<file path="src/rtl/card_dealer.sv">
// card_dealer: multi-deck shoe card source for the blackjack datapath.
// Draws cards without replacement from 13 per-rank counters using a free-running
// Galois LFSR with bounded rejection sampling, one or two cards per request.
// Optional build macro: CARD_DEALER_SCRIPT_EN adds scripted card sequences selected by `test`.
module card_dealer #(
  parameter int          NUM_DECKS = 1,
  parameter logic [15:0] SEED      = 16'hACE1,
  parameter int          LOW_MARK  = 15
) (
  input  logic       clk,
  input  logic       reset,
  input  logic       req,
  input  logic       two,
  input  logic       reshuffle,
  input  logic [2:0] test,
  output logic [3:0] card1_out,
  output logic [3:0] card2_out,
  output logic       valid,
  output logic       busy,
  output logic [8:0] cards_left,
  output logic       shoe_low
);

  localparam logic [5:0]  RANK_FULL = 6'(4 * NUM_DECKS);
  localparam logic [8:0]  SHOE_FULL = 9'(52 * NUM_DECKS);
  localparam logic [9:0]  LOW_LIMIT = 10'(LOW_MARK);
  localparam logic        LOW_INIT  = ({1'b0, SHOE_FULL} < LOW_LIMIT);
  // x^16 + x^14 + x^13 + x^11 + 1, right-shifting Galois form
  localparam logic [15:0] LFSR_TAPS = 16'hB400;

  typedef enum logic [1:0] {IDLE, SHUFFLE, DRAW1, DRAW2} state_t;

  state_t      state, state_next;
  state_t      resume, resume_next;
  logic [15:0] lfsr;
  logic [12:0] rank_nz;
  logic [15:0] rank_nz_ext;
  logic [4:0]  rej_cnt;
  logic        two_held;
  logic [3:0]  held_card;
  logic [3:0]  cand;
  logic [3:0]  low_idx;
  logic [3:0]  take_idx;
  logic [3:0]  take_value;
  logic        cand_ok;
  logic        take;
  logic        do_shuffle;
  logic        do_take;
  logic        script_hit;
  logic [8:0]  cards_dec;

  // Rank index to blackjack value: A=1, 2..10 face value, J/Q/K=10
  function automatic logic [3:0] rank_value(input logic [3:0] idx);
    if (idx == 4'd0)
      return 4'd1;
    else if (idx <= 4'd9)
      return idx + 4'd1;
    else
      return 4'd10;
  endfunction

  // One counter per rank; each reports whether that rank is still stocked
  generate
    for (genvar gi = 0; gi < 13; gi++) begin : g_rank
      logic [5:0] cnt;

      // Refill on shuffle, decrement when this rank is the accepted draw
      always_ff @(posedge clk or posedge reset) begin
        if (reset)
          cnt <= RANK_FULL;
        else if (do_shuffle)
          cnt <= RANK_FULL;
        else if (do_take && (take_idx == 4'(gi)))
          cnt <= cnt - 6'd1;
      end

      assign rank_nz[gi] = (cnt != 6'd0);
    end
  endgenerate

  assign rank_nz_ext = {3'b000, rank_nz};
  assign busy        = (state != IDLE);
  assign cards_dec   = cards_left - 9'd1;

  // Free-running LFSR, advances every cycle independent of the FSM
  always_ff @(posedge clk or posedge reset) begin
    if (reset)
      lfsr <= SEED;
    else
      lfsr <= {1'b0, lfsr[15:1]} ^ (lfsr[0] ? LFSR_TAPS : 16'h0000);
  end

  // Candidate acceptance, with fallback to the lowest stocked rank after 16 rejects
  always_comb begin
    cand    = lfsr[3:0];
    cand_ok = (cand <= 4'd12) && rank_nz_ext[cand];
    low_idx = 4'd0;
    for (int i = 12; i >= 0; i--) begin
      if (rank_nz[i])
        low_idx = 4'(i);
    end
    take       = cand_ok || (rej_cnt == 5'd16);
    take_idx   = cand_ok ? cand : low_idx;
    take_value = rank_value(take_idx);
  end

  // FSM state register; resume remembers where an automatic shuffle returns to
  always_ff @(posedge clk or posedge reset) begin
    if (reset) begin
      state  <= IDLE;
      resume <= IDLE;
    end else begin
      state  <= state_next;
      resume <= resume_next;
    end
  end

  // FSM next state and per-cycle shuffle/draw strobes
  always_comb begin
    state_next  = state;
    resume_next = resume;
    do_shuffle  = 1'b0;
    do_take     = 1'b0;
    case (state)
      IDLE: begin
        if (reshuffle) begin
          state_next  = SHUFFLE;
          resume_next = IDLE;
        end else if (req && !script_hit) begin
          if (cards_left == 9'd0) begin
            state_next  = SHUFFLE;
            resume_next = DRAW1;
          end else begin
            state_next = DRAW1;
          end
        end
      end
      SHUFFLE: begin
        do_shuffle = 1'b1;
        state_next = resume;
      end
      DRAW1: begin
        if (take) begin
          do_take = 1'b1;
          if (!two_held) begin
            state_next = IDLE;
          end else if (cards_left == 9'd1) begin
            // Second card would enter DRAW2 with an empty shoe
            state_next  = SHUFFLE;
            resume_next = DRAW2;
          end else begin
            state_next = DRAW2;
          end
        end
      end
      DRAW2: begin
        if (take) begin
          do_take    = 1'b1;
          state_next = IDLE;
        end
      end
      default: state_next = IDLE;
    endcase
  end

  // Shoe totals, reject counter and the held first card of a double deal
  always_ff @(posedge clk or posedge reset) begin
    if (reset) begin
      cards_left <= SHOE_FULL;
      shoe_low   <= LOW_INIT;
      rej_cnt    <= 5'd0;
      two_held   <= 1'b0;
      held_card  <= 4'd0;
    end else begin
      if (do_shuffle) begin
        cards_left <= SHOE_FULL;
        shoe_low   <= LOW_INIT;
      end else if (do_take) begin
        cards_left <= cards_dec;
        shoe_low   <= ({1'b0, cards_dec} < LOW_LIMIT);
      end
      if (((state == DRAW1) || (state == DRAW2)) && !take)
        rej_cnt <= rej_cnt + 5'd1;
      else
        rej_cnt <= 5'd0;
      if ((state == IDLE) && req)
        two_held <= two;
      if ((state == DRAW1) && take)
        held_card <= take_value;
    end
  end

`ifdef CARD_DEALER_SCRIPT_EN
  logic [2:0] script_idx;
  logic [2:0] script_prev_test;
  logic [2:0] script_eff;

  // Scripted (card1, card2) pair for a given sequence and step
  function automatic logic [7:0] script_step(input logic [2:0] sel, input logic [2:0] idx);
    logic [7:0] pair;
    pair = 8'h00;
    case (sel)
      3'd1: pair = (idx == 3'd0) ? {4'd10, 4'd8} : {4'd4, 4'd0};
      3'd2: pair = (idx == 3'd0) ? {4'd10, 4'd8} : {4'd2, 4'd0};
      3'd3: pair = {4'd10, 4'd1};
      3'd4: begin
        case (idx)
          3'd0:    pair = {4'd10, 4'd10};
          3'd1:    pair = {4'd8, 4'd0};
          3'd2:    pair = {4'd4, 4'd0};
          3'd3:    pair = {4'd8, 4'd0};
          default: pair = {4'd2, 4'd0};
        endcase
      end
      default: pair = 8'h00;
    endcase
    return pair;
  endfunction

  // Number of steps before a script wraps
  function automatic logic [2:0] script_len(input logic [2:0] sel);
    case (sel)
      3'd1, 3'd2: return 3'd2;
      3'd4:       return 3'd5;
      default:    return 3'd1;
    endcase
  endfunction

  assign script_hit = (state == IDLE) && !reshuffle && req && (test != 3'd0);
  assign script_eff = (test != script_prev_test) ? 3'd0 : script_idx;

  // Script step index; a change of test restarts the sequence
  always_ff @(posedge clk or posedge reset) begin
    if (reset) begin
      script_idx       <= 3'd0;
      script_prev_test <= 3'd0;
    end else begin
      script_prev_test <= test;
      if (script_hit)
        script_idx <= ((script_eff + 3'd1) == script_len(test)) ? 3'd0 : script_eff + 3'd1;
      else
        script_idx <= script_eff;
    end
  end
`else
  logic unused_test;

  assign script_hit  = 1'b0;
  assign unused_test = ^test;
`endif

  // Card outputs and the one-cycle valid pulse; cards hold until the next valid
  always_ff @(posedge clk or posedge reset) begin
    if (reset) begin
      card1_out <= 4'd0;
      card2_out <= 4'd0;
      valid     <= 1'b0;
    end else begin
      valid <= 1'b0;
      if ((state == DRAW1) && take && !two_held) begin
        card1_out <= take_value;
        card2_out <= 4'd0;
        valid     <= 1'b1;
      end else if ((state == DRAW2) && take) begin
        card1_out <= held_card;
        card2_out <= take_value;
        valid     <= 1'b1;
      end
`ifdef CARD_DEALER_SCRIPT_EN
      else if (script_hit) begin
        {card1_out, card2_out} <= script_step(test, script_eff);
        valid                  <= 1'b1;
      end
`endif
    end
  end

endmodule

</file>
<file path="config.mk">
export PLATFORM = sky130hd
export DESIGN_NAME = card_dealer
export DESIGN_NICKNAME = d
export VERILOG_FILES = /design/src/rtl/card_dealer.sv
export SDC_FILE = /design/constraint.sdc
export NUM_CORES = 1
export LEC_CHECK = 0
export CAP_MARGIN = 20
export CORE_MARGIN = 1.5
export CORE_UTILIZATION = 53
export CTS_CLUSTER_SIZE = 14
export DETAILED_ROUTE_END_ITERATION = 10
export GPL_TIMING_DRIVEN = 0
export PLACE_DENSITY = 0.71
export SETUP_SLACK_MARGIN = 0.5
export SLEW_MARGIN = 20
export SYNTH_ARGS = -nofsm -noshare
export SYNTH_HDL_FRONTEND = slang
export SYNTH_SLANG_ARGS = --single-unit
</file>
<file path="constraint.sdc">
create_clock -name clk -period 5.6 [get_ports clk]
set_input_delay 1.12 -clock clk [delete_from_list [all_inputs] [get_ports clk]]
set_output_delay 1.12 -clock clk [all_outputs]
set_load 0.03 [all_outputs]
</file>
After elaboration in Yosys (flattened, before gate mapping)
Cells that the tools add are included.

$add $sub $neg: 16. $lt $le $gt $ge: 4. Equality and inequality tests: 23. Multiplexer cells: 74. Bitwise gates (word level): 1. Reductions and logical operators: 59.

Operators with widths (count): two-way mux 6 bit (26); two-way mux 4 bit (20); nonzero test 6 bit (13); subtractor 6 x 1 -> 6 bit (second input constant) (13); nonzero test 2 bit (17); two-way mux 2 bit (13); == test 4 bit (second input constant) (5); logical AND 1 bit (19); two-way mux 9 bit (2); == test 4 x 3 -> 1 bit (second input constant) (4); two-way mux 16 bit (1); XOR 15 x 16 -> 16 bit (1); == test 9 x 1 -> 1 bit (second input constant) (1); logical NOT 9 bit (1); < comparator 9 x 4 -> 1 bit (second input constant) (1); subtractor 9 x 1 -> 9 bit (second input constant) (1); == test 4 x 2 -> 1 bit (second input constant) (2); <= comparator 4 bit (second input constant) (2); two-way mux 1 bit (8); != test 2 bit (second input constant) (4); one-hot mux 2 bit (4 select lines) (1); != test 3 bit (second input constant) (2); AND reduction 6 bit (1); adder 5 x 1 -> 5 bit (second input constant) (1); 15 further kinds (18).

Bits in registers: 127. Bits of input ports: 8. Output and inout bits: 20. Logic and storage cells: 201.

Longest topological paths before layout
Gate-level depths: netlist of the first run.

Word-level depth: 20. Gate-level depth with buffers: 16. Depth with buffers taken out: 16.

Least setup slack after synthesis of the first run
OpenSTA, ideal clock, no wires.

Kind: reg-to-reg. Start: register g_rank[5].cnt[0]. End: register g_rank[9].cnt[3]. Library setup time: 78 ps. Data arrival time: 3615 ps. Required time: 5522 ps. Path slack: 1907 ps. Stages on the path, launching flop included: 15. Path buffers: 0. Period minus slack after synthesis: 3693 ps. Path through: dfrtp_1 > inv_1 > ha_1 > or4b_4 > nor3b_2 > o211a_2 > o41ai_4 > nand2_1 > mux2_2 > inv_1 > ha_1 > inv_1 > a211o_1 > or4_1 > a21oi_1.

Longest elaborated chain between the ends: 11. Elaborated cells between the ends (all ways): 17. Those cells by class: eq/ne: 1; mux: 11; reduce/logical: 5.

RTL lines: start: declaration (line 65) `logic [5:0] cnt;`; start signal: assignment (line 74) `cnt <= cnt - 6'd1;`; nonzero test 6 bit (*) (line 77) `assign rank_nz[gi] = (cnt != 6'd0);`; two-way mux 4 bit (6 in series) (line 99) `if (rank_nz[i])`; two-way mux 4 bit (line 103) `take_idx = cand_ok ? cand : low_idx;`; == test 4 bit (line 73) `else if (do_take && (take_idx == 4'(gi)))`; logical AND 1 bit (*) (line 73); nonzero test 2 bit (no source line) (*); end signal: assignment (line 74); end: declaration (line 65).

Every way passes the cells marked *; elsewhere a longest branch is shown, timed or not. The select of a mux whose other input is x is not followed. A chain may end at the register's enable or synchronous reset.

Final worst setup path of the first run
Start: register lfsr[0]. End: register g_rank[10].cnt[0].

Longest elaborated chain between the ends: 8. Elaborated cells between the ends (all ways): 11. Those cells by class: order compare: 1; eq/ne: 1; mux: 5; reduce/logical: 4.

RTL lines: start: declaration (line 35) `logic [15:0] lfsr;`; start signal: assignment (line 90) `lfsr <= {1'b0, lfsr[15:1]} ^ (lfsr[0] ? LFSR_TAPS : 16'h0000);`; binary-select mux 1 bit (select 4 bit) (line 96) `cand_ok = (cand <= 4'd12) && rank_nz_ext[cand];`; two-way mux 1 bit (not written as such) (line 96); logical AND 1 bit (line 96); logical OR 1 bit (line 102) `take = cand_ok || (rej_cnt == 5'd16);`; two-way mux 1 bit (line 143, 157); two-way mux 1 bit; logical AND 1 bit (*) (line 73); nonzero test 2 bit (no source line) (*); end signal: assignment (line 74); end: declaration (line 65).

Marks and branches as above.

==> impl_metrics.env, run 1 <==
export IMPL_status="finished clean"
export IMPL_fp_coreArea_sq_um=13300
export IMPL_use_met2_pct=44.68
export IMPL_via_per_inst=6.058
export IMPL_path_clk_slew_ns=0.06
export IMPL_ioPinCount=28
export IMPL_arrival_ns=4.86
export IMPL_critPathMaxFanout=10
export IMPL_dieWidth_um=120.0
export IMPL_cts_resized=0
export IMPL_synth_compound_area_share_pct=16.55
export IMPL_grt_pass1_wl_mm=30.02
export IMPL_cts_setup_buffers=0
export IMPL_yosysSeqAreaShare_pct=44.24
export IMPL_slew_headroom_pct=29.58
export IMPL_cts_made_buffers=17
export IMPL_fin_crit_ns=4.521
export IMPL_synth_area_per_cell_sq_um=9.455
export IMPL_postSynthCellCount=767
export IMPL_fin_skew_ns=0.01373
export IMPL_fillCellCount=1113
export IMPL_clock_path_buffers=2
export IMPL_crit_required_ns=5.93
export IMPL_ctsHoldBuffers=0
export IMPL_layout_commonest_cell="dfrtp_1"
export IMPL_cts_tree="yes"
export IMPL_synth_edff_count=0
export IMPL_tightest_slew_ns=1.047
export IMPL_max_freq_ghz=0.2212
export IMPL_start_kind="flip-flop"
export IMPL_grt_pass1_vias=6055
export IMPL_area_growth_pct=15.58
export IMPL_reg2reg_from="lfsr[0]"
export IMPL_p_per_area_nw_per_um2=372.2
export IMPL_critical_path_class="reg2reg"
export IMPL_min_path_type="reg2reg"
export IMPL_gr_total_overflow=0
export IMPL_crit_start="lfsr[0]"
export IMPL_hpwl_mm=12.69
export IMPL_initial_core_util_pct=54.55
export IMPL_ir_drop_mv=0.2546
export IMPL_htreeDepth=4
export IMPL_grt_max_degree=75
export IMPL_vias=6058
export IMPL_synth_warnings=0
export IMPL_power_total_w=0.003120
export IMPL_period_share_pct=80.73
export IMPL_rsz0062_at_grt="false"
export IMPL_grt_met1_usage_pct=33.96
export IMPL_track_usage_pct=26.84
export IMPL_r2r_end="g_rank[10].cnt[0]"
export IMPL_grt_busiest_layer="met2"
export IMPL_gp_congestion=0.8950
export IMPL_antenna_found_initial=0
export IMPL_syn_cell_area_sq_um=7252
export IMPL_synth_top_family_by_area="simple AND/OR/NAND/NOR gates"
export IMPL_max_cap_violations=0
export IMPL_drive_above_1_share_pct=12.86
export IMPL_port_buffers=24
export IMPL_firstDrtPassIters=7
export IMPL_use_met3_pct=6.321
export IMPL_synth_cell_types=81
export IMPL_synth_top_flop_cell="dfrtp_1"
export IMPL_synthArstFlopShare_pct=100.0
export IMPL_r2r_slack_ns=1.08
export IMPL_syn_num_nets=803
export IMPL_drt_total_wl_mm=18.03
export IMPL_nNetsFinal=847
export IMPL_finalHoldViolCount=0
export IMPL_insertion_delay_ns=0.43
export IMPL_dr_first_iter_drc_count=554
export IMPL_synth_mux_area_share_pct=4.469
export IMPL_drt_wirelength_per_cell_um=18.03
export IMPL_ys_ff_latch=127
export IMPL_endpoint="g_rank[10].cnt[0]"
export IMPL_dieArea_sq_um=14390
export IMPL_synth_adder_area_share_pct=4.831
export IMPL_setup_viol=0
export IMPL_dieHeight_um=120.0
export IMPL_cts_sinks=127
export IMPL_final_cell_mix="dfrtp_1 (103), nand2_1 (68), inv_1 (51)"
export IMPL_n_antenna_cell=0
export IMPL_cts_root_buffer="clkbuf_16"
export IMPL_synth_xor_area_share_pct=3.019
export IMPL_cp_end_kind="flip-flop"
export IMPL_rows=42
export IMPL_finalMaxSlewViolations=0
export IMPL_setup_tns_ns=0
export IMPL_synth_simple_gate_area_share_pct=22.17
export IMPL_power_leakage_nw=3.541
export IMPL_ant_nets=0
export IMPL_reg2reg_depth=12
export IMPL_drc=0
## area by class of cell
cell class | instances | area [sq um] | share of cell area [%]
timing repair buffer | 25 | 267.8 | 3.195
sequential | 127 | 3208 | 38.27
clock inverter | 15 | 211.5 | 2.523
clock buffer | 17 | 425.4 | 5.075
buffer | 33 | 143.9 | 1.717
inverter | 53 | 203.9 | 2.433
multi-input combinational | 554 | 3701 | 44.16
tap | 176 | 220.2 | 2.627
## flip-flops by register name, indices dropped and copies added, names as in the netlist
| register | count |
|---|---|
| g_rank.cnt | 78 |
| lfsr | 16 |
| cards_left | 9 |
| rej_cnt | 5 |
| card1_out | 4 |
| card2_out | 4 |
| held_card | 4 |
| resume | 2 |
| state | 2 |
| shoe_low | 1 |
| two_held | 1 |
| valid | 1 |
## critical path: stages (launching register included)
cell and delay [ns]:
dfstp_2 0.60, buf_2 0.32, nor3_1 0.10, o211a_1 0.29
o41ai_4 0.64, nand2_1 0.30, mux2_2 0.39, inv_1 0.11
ha_1 0.31, inv_1 0.13, a211oi_1 0.75, nand2_1 0.22
mux2i_1 0.25
## metrics by stage
step / cell area (sq um) / hold WS [ns] / worst slack (ns) / utilization (%) / instances
2_1_floorplan: 7252 / 0.3312 / 1.135 / - / 767
3_3_place_gp: 7712 / 0.3370 / -0.5922 / 58.01 / 967
3_5_place_dp: 7745 / 0.3433 / 1.137 / 58.25 / 968
4_1_cts: 8382 / 0.3519 / 1.101 / 63.04 / 1000
5_1_grt: 8382 / 0.3646 / 0.7717 / 63.04 / 1000
6_report: 8382 / 0.3525 / 1.079 / 63.04 / 1000
## power breakdown
| group | internal, W | leakage [nW] | switching (W) |
|---|---|---|---|
| Combinational | 0.000266 | 1.58 | 0.000579 |
| Clock | 0.000750 | 0.297 | 0.000441 |
| Sequential | 0.00100 | 1.66 | 0.0000786 |
| Total | 0.00202 | 3.54 | 0.00110 |
## Yosys cell counts (11+ instances only)
cell        n  area, sq um
nor3_1     24        120.1
inv_1      52        195.2
ha_1       28        350.3
o21ai_0    49        245.2
nor4_1     11        68.82
dfstp_2    24        630.6
xor2_1     15        131.4
a21oi_1    34        170.2
nor2_1     49        183.9
nand2_1    68        255.2
or3_1      18        112.6
nand4_1    13        81.33
nand2b_1   13        81.33
clkbuf_1   22        82.58
dfrtp_1   103         2577
nand3_1    23        115.1
or2_2      11        68.82
mux2i_1    29        290.3
## layer usage
metal	vias up	share of wire, %
met5	-	0
li1	2854	-
met1	2987	44
met2	184	49
met4	0	2.0
met3	33	4.8
## worst min path at each step
stage	start	to	slack [ns]	cells after the start
floorplan	lfsr[4]	lfsr[3]	0.33	0
global placement	lfsr[9]	lfsr[8]	0.34	0
detailed placement	lfsr[9]	lfsr[8]	0.34	0
CTS	lfsr[4]	lfsr[3]	0.35	0
global route	lfsr[6]	lfsr[5]	0.36	0
finish	lfsr[4]	lfsr[3]	0.35	0
## cell families after synthesis
logic type	Yosys count
simple gates	294
xor+xnor	25
compound gates	175
fa+ha+maj	28
flops	127
buf+inv	86
mux	32
(Power assumes the default switching activity.)
==> run 2, diff against run 1 <==
--- a/config.mk
+++ b/config.mk
@@ -11,7 +11,7 @@
 export CTS_CLUSTER_SIZE = 14
 export DETAILED_ROUTE_END_ITERATION = 10
 export GPL_TIMING_DRIVEN = 0
-export PLACE_DENSITY = 0.71
+export PLACE_DENSITY = 0.74
 export SETUP_SLACK_MARGIN = 0.5
 export SLEW_MARGIN = 20
 export SYNTH_ARGS = -nofsm -noshare
==> constraint.sdc (replaced) <==
create_clock -name clk -period 3.8 [get_ports clk]
set_input_delay 0.76 -clock clk [delete_from_list [all_inputs] [get_ports clk]]
set_output_delay 0.76 -clock clk [all_outputs]
set_load 0.03 [all_outputs]
==> impl_metrics.env, run 2 (synthesized netlist as in run 1, its figures left out) <==
export IMPL_firstDrtPassIters=5
export IMPL_drc=0
export IMPL_fin_crit_ns=3.541
export IMPL_ctsHoldBuffers=0
export IMPL_rows=42
export IMPL_initial_core_util_pct=54.55
export IMPL_dieWidth_um=120.0
export IMPL_hpwl_mm=12.82
export IMPL_reg2reg_from="lfsr[0]"
export IMPL_gr_total_overflow=0
export IMPL_cp_end_kind="flip-flop"
export IMPL_ioPinCount=28
export IMPL_clock_path_buffers=2
export IMPL_dieHeight_um=120.0
export IMPL_min_path_type="reg2reg"
export IMPL_crit_required_ns=4.10
export IMPL_arrival_ns=3.84
export IMPL_antenna_found_initial=0
export IMPL_htreeDepth=4
export IMPL_finalMaxSlewViolations=0
export IMPL_via_per_inst=6.218
export IMPL_period_share_pct=93.19
export IMPL_max_cap_violations=0
export IMPL_path_clk_slew_ns=0.06
export IMPL_fin_skew_ns=0.009075
export IMPL_dp_slack_ns=-0.3160
export IMPL_holdPathEnd="lfsr[11]"
export IMPL_dieArea_sq_um=14390
export IMPL_drt_total_wl_mm=21.60
export IMPL_setup_viol=0
export IMPL_ant_nets=0
export IMPL_final_cell_mix="dfrtp_1 (102), buf_4 (62), nand2_1 (59)"
export IMPL_setup_slack_ns=0.2588
export IMPL_hold_depth=0
export IMPL_status="finished clean"
export IMPL_grt_max_degree=37
export IMPL_critical_path_class="reg2reg"
export IMPL_reg_largest_list="g_rank.cnt (78), lfsr (16), cards_left (9)"
export IMPL_area_growth_pct=35.25
export IMPL_power_leakage_nw=4.084
export IMPL_fin_cells=1082
export IMPL_p_per_area_nw_per_um2=481.1
export IMPL_grt_pass1_wl_mm=31.91
export IMPL_start_kind="flip-flop"
export IMPL_track_usage_pct=28.51
export IMPL_cts_root_buffer="clkbuf_16"
export IMPL_cts_tree="yes"
export IMPL_r2r_slack_ns=0.26
export IMPL_critPathMaxFanout=10
export IMPL_grt_pass1_vias=6452
export IMPL_fp_coreArea_sq_um=13300
export IMPL_reg2reg_depth=13
export IMPL_vias=6728
export IMPL_rsz0062_at_grt="true"
export IMPL_power_total_w=0.004718
export IMPL_insertion_delay_ns=0.43
export IMPL_largest_reg_flops=78
export IMPL_n_antenna_cell=0
export IMPL_drt_wirelength_per_cell_um=19.96
export IMPL_layout_commonest_cell="dfrtp_1"
export IMPL_cts_made_buffers=17
export IMPL_slew_headroom_pct=21.76
export IMPL_gp_congestion=0.8754
export IMPL_nNetsFinal=929
export IMPL_r2r_end="held_card[2]"
export IMPL_ir_drop_mv=0.4238
export IMPL_max_freq_ghz=0.2824
export IMPL_port_buffers=24
export IMPL_hold_start="lfsr[12]"
export IMPL_finalHoldViolCount=0
export IMPL_dp_cells=971
export IMPL_tightest_slew_ns=1.163
export IMPL_regMostFlops="g_rank.cnt"
export IMPL_dr_first_iter_drc_count=688
export IMPL_drive_above_1_share_pct=33.00
export IMPL_cts_sinks=127
[run 2: changes by cell type in the layout (fill, tap and decap cells not counted), sizes merged]
cell / before / now
clkbuf: 39 / 37
inv: 56 / 57
bufinv: 4 / 0
clkinvlp: 4 / 7
buf: 12 / 96
[run 2: worst max path at each step]
stage | to | start | cells past startpoint
final | held_card[2] | lfsr[0] | 13
after detailed placement | g_rank[11].cnt[1] | lfsr[0] | 11
after global routing | held_card[2] | g_rank[4].cnt[3] | 13
after floorplan | g_rank[0].cnt[4] | g_rank[5].cnt[0] | 15
after CTS | g_rank[0].cnt[4] | g_rank[5].cnt[0] | 15
after global placement | g_rank[11].cnt[0] | lfsr[0] | 11
[run 2: cell type report]
| class | instances | area (sq um) |
|---|---|---|
| Timing Repair Buffer | 107 | 1026 |
| Inverter | 53 | 210.2 |
| Multi-Input combinational cell | 554 | 4422 |
| Sequential cell | 127 | 3209 |
| Fill cell | 864 | 3487 |
| Buffer | 33 | 182.7 |
| Clock inverter | 15 | 112.6 |
| Tap cell | 176 | 220.2 |
| Clock buffer | 17 | 425.4 |
[run 2: worst max-delay path, stage by stage (launching register included)]
cell,delay [ns]
dfstp_2,0.64
buf_4,0.28
nor3_2,0.07
o211a_1,0.25
o41ai_4,0.38
nand2_2,0.13
mux2_4,0.38
ha_4,0.20
nor2_4,0.13
o31ai_1,0.08
a211o_1,0.34
mux2i_2,0.22
nand3b_1,0.22
o21ai_1,0.09
[run 2: report_power, final]
part | switching, W | total [W] | internal [W]
sequential | 0.000127 | 0.00161 | 0.00148
combinational | 0.00102 | 0.00161 | 0.000591
clock | 0.000664 | 0.00150 | 0.000837
total | 0.00181 | 0.00472 | 0.00291
[run 2: per-stage QoR]
stage / util, % / TNS, ns / area [sq um] / hold slack, ns
floorplan: - / 0 / 7347 / 0.3312
detailed placement: 59.38 / -5.963 / 7895 / 0.3402
global route: 73.77 / 0 / 9808 / 0.3647
CTS: 67.77 / 0 / 9010 / 0.3586
global placement: 58.72 / -4.440 / 7807 / 0.3376
finish: 73.77 / 0 / 9808 / 0.3579
[run 2: routing by layer]
| layer | vias to the layer above | routed length (um) | track usage, % |
|---|---|---|---|
| met5 | - | 0 | 0 |
| met4 | 0 | 992 | 14.96 |
| met3 | 82 | 1311 | 6.749 |
| met2 | 311 | 10700 | 48.57 |
| met1 | 3312 | 8594 | 33.33 |
| li1 | 3023 | - | - |
[run 2: timing repair]
item	4_1_cts	5_1_grt
pin swaps	28	55
gates resized for setup	59	126
setup endpoints to repair	86	88
setup buffers	43	35
cloned	0	1
==> run 3, diff against run 2 <==
--- a/config.mk
+++ b/config.mk
@@ -6,7 +6,6 @@
 export NUM_CORES = 1
 export LEC_CHECK = 0
 export CAP_MARGIN = 20
-export CORE_MARGIN = 1.5
 export CORE_UTILIZATION = 53
 export CTS_CLUSTER_SIZE = 14
 export DETAILED_ROUTE_END_ITERATION = 10
==> impl_metrics.env, run 3 (synthesized netlist as in run 1, its figures left out) <==
export IMPL_status="finished clean"
export IMPL_max_freq_ghz=0.2743
export IMPL_cts_tree="yes"
export IMPL_drive_above_1_share_pct=31.99
export IMPL_cp_end_kind="flip-flop"
export IMPL_vias=6547
export IMPL_hpwl_mm=12.67
export IMPL_path_clk_slew_ns=0.06
export IMPL_ant_nets=0
export IMPL_dr_first_iter_drc_count=549
export IMPL_r2r_end="held_card[2]"
export IMPL_rsz0062_at_grt="true"
export IMPL_largest_reg_flops=78
export IMPL_antenna_found_initial=0
export IMPL_slew_headroom_pct=25.31
export IMPL_nNetsFinal=914
export IMPL_endpoint="held_card[2]"
export IMPL_via_per_inst=6.136
export IMPL_fin_cells=1067
export IMPL_crit_required_ns=4.11
export IMPL_drt_wirelength_per_cell_um=19.75
export IMPL_fin_skew_ns=0.009117
export IMPL_drt_total_wl_mm=21.08
export IMPL_grt_pass1_vias=6408
export IMPL_r2r_slack_ns=0.15
export IMPL_start_kind="flip-flop"
export IMPL_drc=0
export IMPL_dieWidth_um=119.0
export IMPL_final_cell_mix="dfrtp_1 (103), nand2_1 (59), buf_4 (49)"
export IMPL_critPathMaxFanout=3
export IMPL_critical_path_class="reg2reg"
export IMPL_p_per_area_nw_per_um2=492.8
export IMPL_clock_path_buffers=2
export IMPL_layout_commonest_cell="dfrtp_1"
export IMPL_min_path_type="reg2reg"
export IMPL_setup_tns_ns=0
export IMPL_hold_ws_ns=0.3514
export IMPL_initial_core_util_pct=54.55
export IMPL_grt_pass1_wl_mm=31.22
export IMPL_ir_drop_mv=0.4062
export IMPL_grt_max_degree=37
export IMPL_cts_made_buffers=17
export IMPL_reg_largest_list="g_rank.cnt (78), lfsr (16), cards_left (9)"
export IMPL_reg2reg_depth=14
export IMPL_arrival_ns=3.95
export IMPL_firstDrtPassIters=5
export IMPL_dp_cells=971
export IMPL_gp_congestion=0.8940
export IMPL_htreeDepth=4
export IMPL_max_cap_violations=0
export IMPL_cts_root_buffer="clkbuf_16"
export IMPL_gr_total_overflow=0
export IMPL_regMostFlops="g_rank.cnt"
export IMPL_tightest_slew_ns=1.110
export IMPL_cts_sinks=127
export IMPL_period_share_pct=95.95
export IMPL_dieArea_sq_um=14160
export IMPL_fp_coreArea_sq_um=13300
export IMPL_fin_crit_ns=3.646
export IMPL_finalMaxSlewViolations=0
export IMPL_area_growth_pct=33.78
export IMPL_finish_utilization_pct=72.97
export IMPL_finalHoldViolCount=0
export IMPL_track_usage_pct=28.51
export IMPL_n_antenna_cell=0
export IMPL_crit_start="g_rank[5].cnt[0]"
export IMPL_setup_viol=0
export IMPL_reg2reg_from="g_rank[5].cnt[0]"
export IMPL_power_leakage_nw=4.016
export IMPL_ioPinCount=28
export IMPL_dieHeight_um=119.0
export IMPL_port_buffers=24
export IMPL_insertion_delay_ns=0.44
export IMPL_rows=42
==> run 3: timing repair <==
action | in CTS | in global routing
gates resized for setup | 74 | 114
endpoints found under the setup margin | 87 | 87
hold endpoints to repair | 0 | 0
buffers inserted | 32 | 31
pin swaps | 33 | 65
cloned | 0 | 1
hold buffers | 0 | 0
==> run 3: critical path: stages, from the launching register on <==
cell and delay (ns):
dfrtp_1 0.40, inv_1 0.09, ha_2 0.19, or4b_4 0.51, or2_2 0.31, a211oi_1 0.29, nor3_2 0.11, mux2_4 0.31
ha_4 0.18, nor2_4 0.14, o31ai_2 0.08, a211o_1 0.34, mux2i_2 0.23, nand3b_1 0.24, o21ai_1 0.08
==> run 3: area by class of cell <==
| type | count | area (sq um) |
|---|---|---|
| multi-input cells | 555 | 4438 |
| fillers | 845 | 3593 |
| flip-flops and latches | 127 | 3208 |
| repair buffers | 91 | 865.8 |
| clock buffers | 18 | 439.2 |
| well taps | 176 | 220.2 |
| inverters | 53 | 210.2 |
| plain buffers | 33 | 186.4 |
| clock inverters | 14 | 133.9 |
==> run 3: routing by layer <==
metal,up-vias,wire (um),GRT usage [%]
met3,68,1079,6.226
li1,2977,-,-
met2,226,10720,47.66
met1,3276,8559,34.71
met5,-,0,0
met4,0,715,14.40
==> run 3: worst min path at each step <==
stage	start	to	slack, ns	cells after the start
floorplan	lfsr[4]	lfsr[3]	0.33	0
global placement	lfsr[12]	lfsr[11]	0.34	0
detailed placement	lfsr[8]	lfsr[7]	0.34	0
CTS	lfsr[12]	lfsr[11]	0.35	0
global route	lfsr[6]	lfsr[5]	0.36	0
finish	lfsr[8]	lfsr[7]	0.35	0
==> run 3: metrics by stage <==
| step | cell area [sq um] | setup WS, ns | power (W) |
|---|---|---|---|
| detailed placement | 7888 | -0.2848 | 0.002874 |
| finish | 9702 | 0.1539 | 0.004781 |
| CTS | 8976 | 0.3425 | 0.004550 |
| floorplan | 7347 | 0.3664 | 0.002432 |
| global route | 9702 | 0.08478 | 0.004966 |
| global placement | 7807 | -0.2632 | 0.002825 |
==> run 3: where the power goes <==
group	switching [W]	total (W)	internal, W
sequential	0.000134	0.00161	0.00148
combinational	0.00103	0.00158	0.000556
clock	0.000663	0.00159	0.000923
total	0.00182	0.00478	0.00296
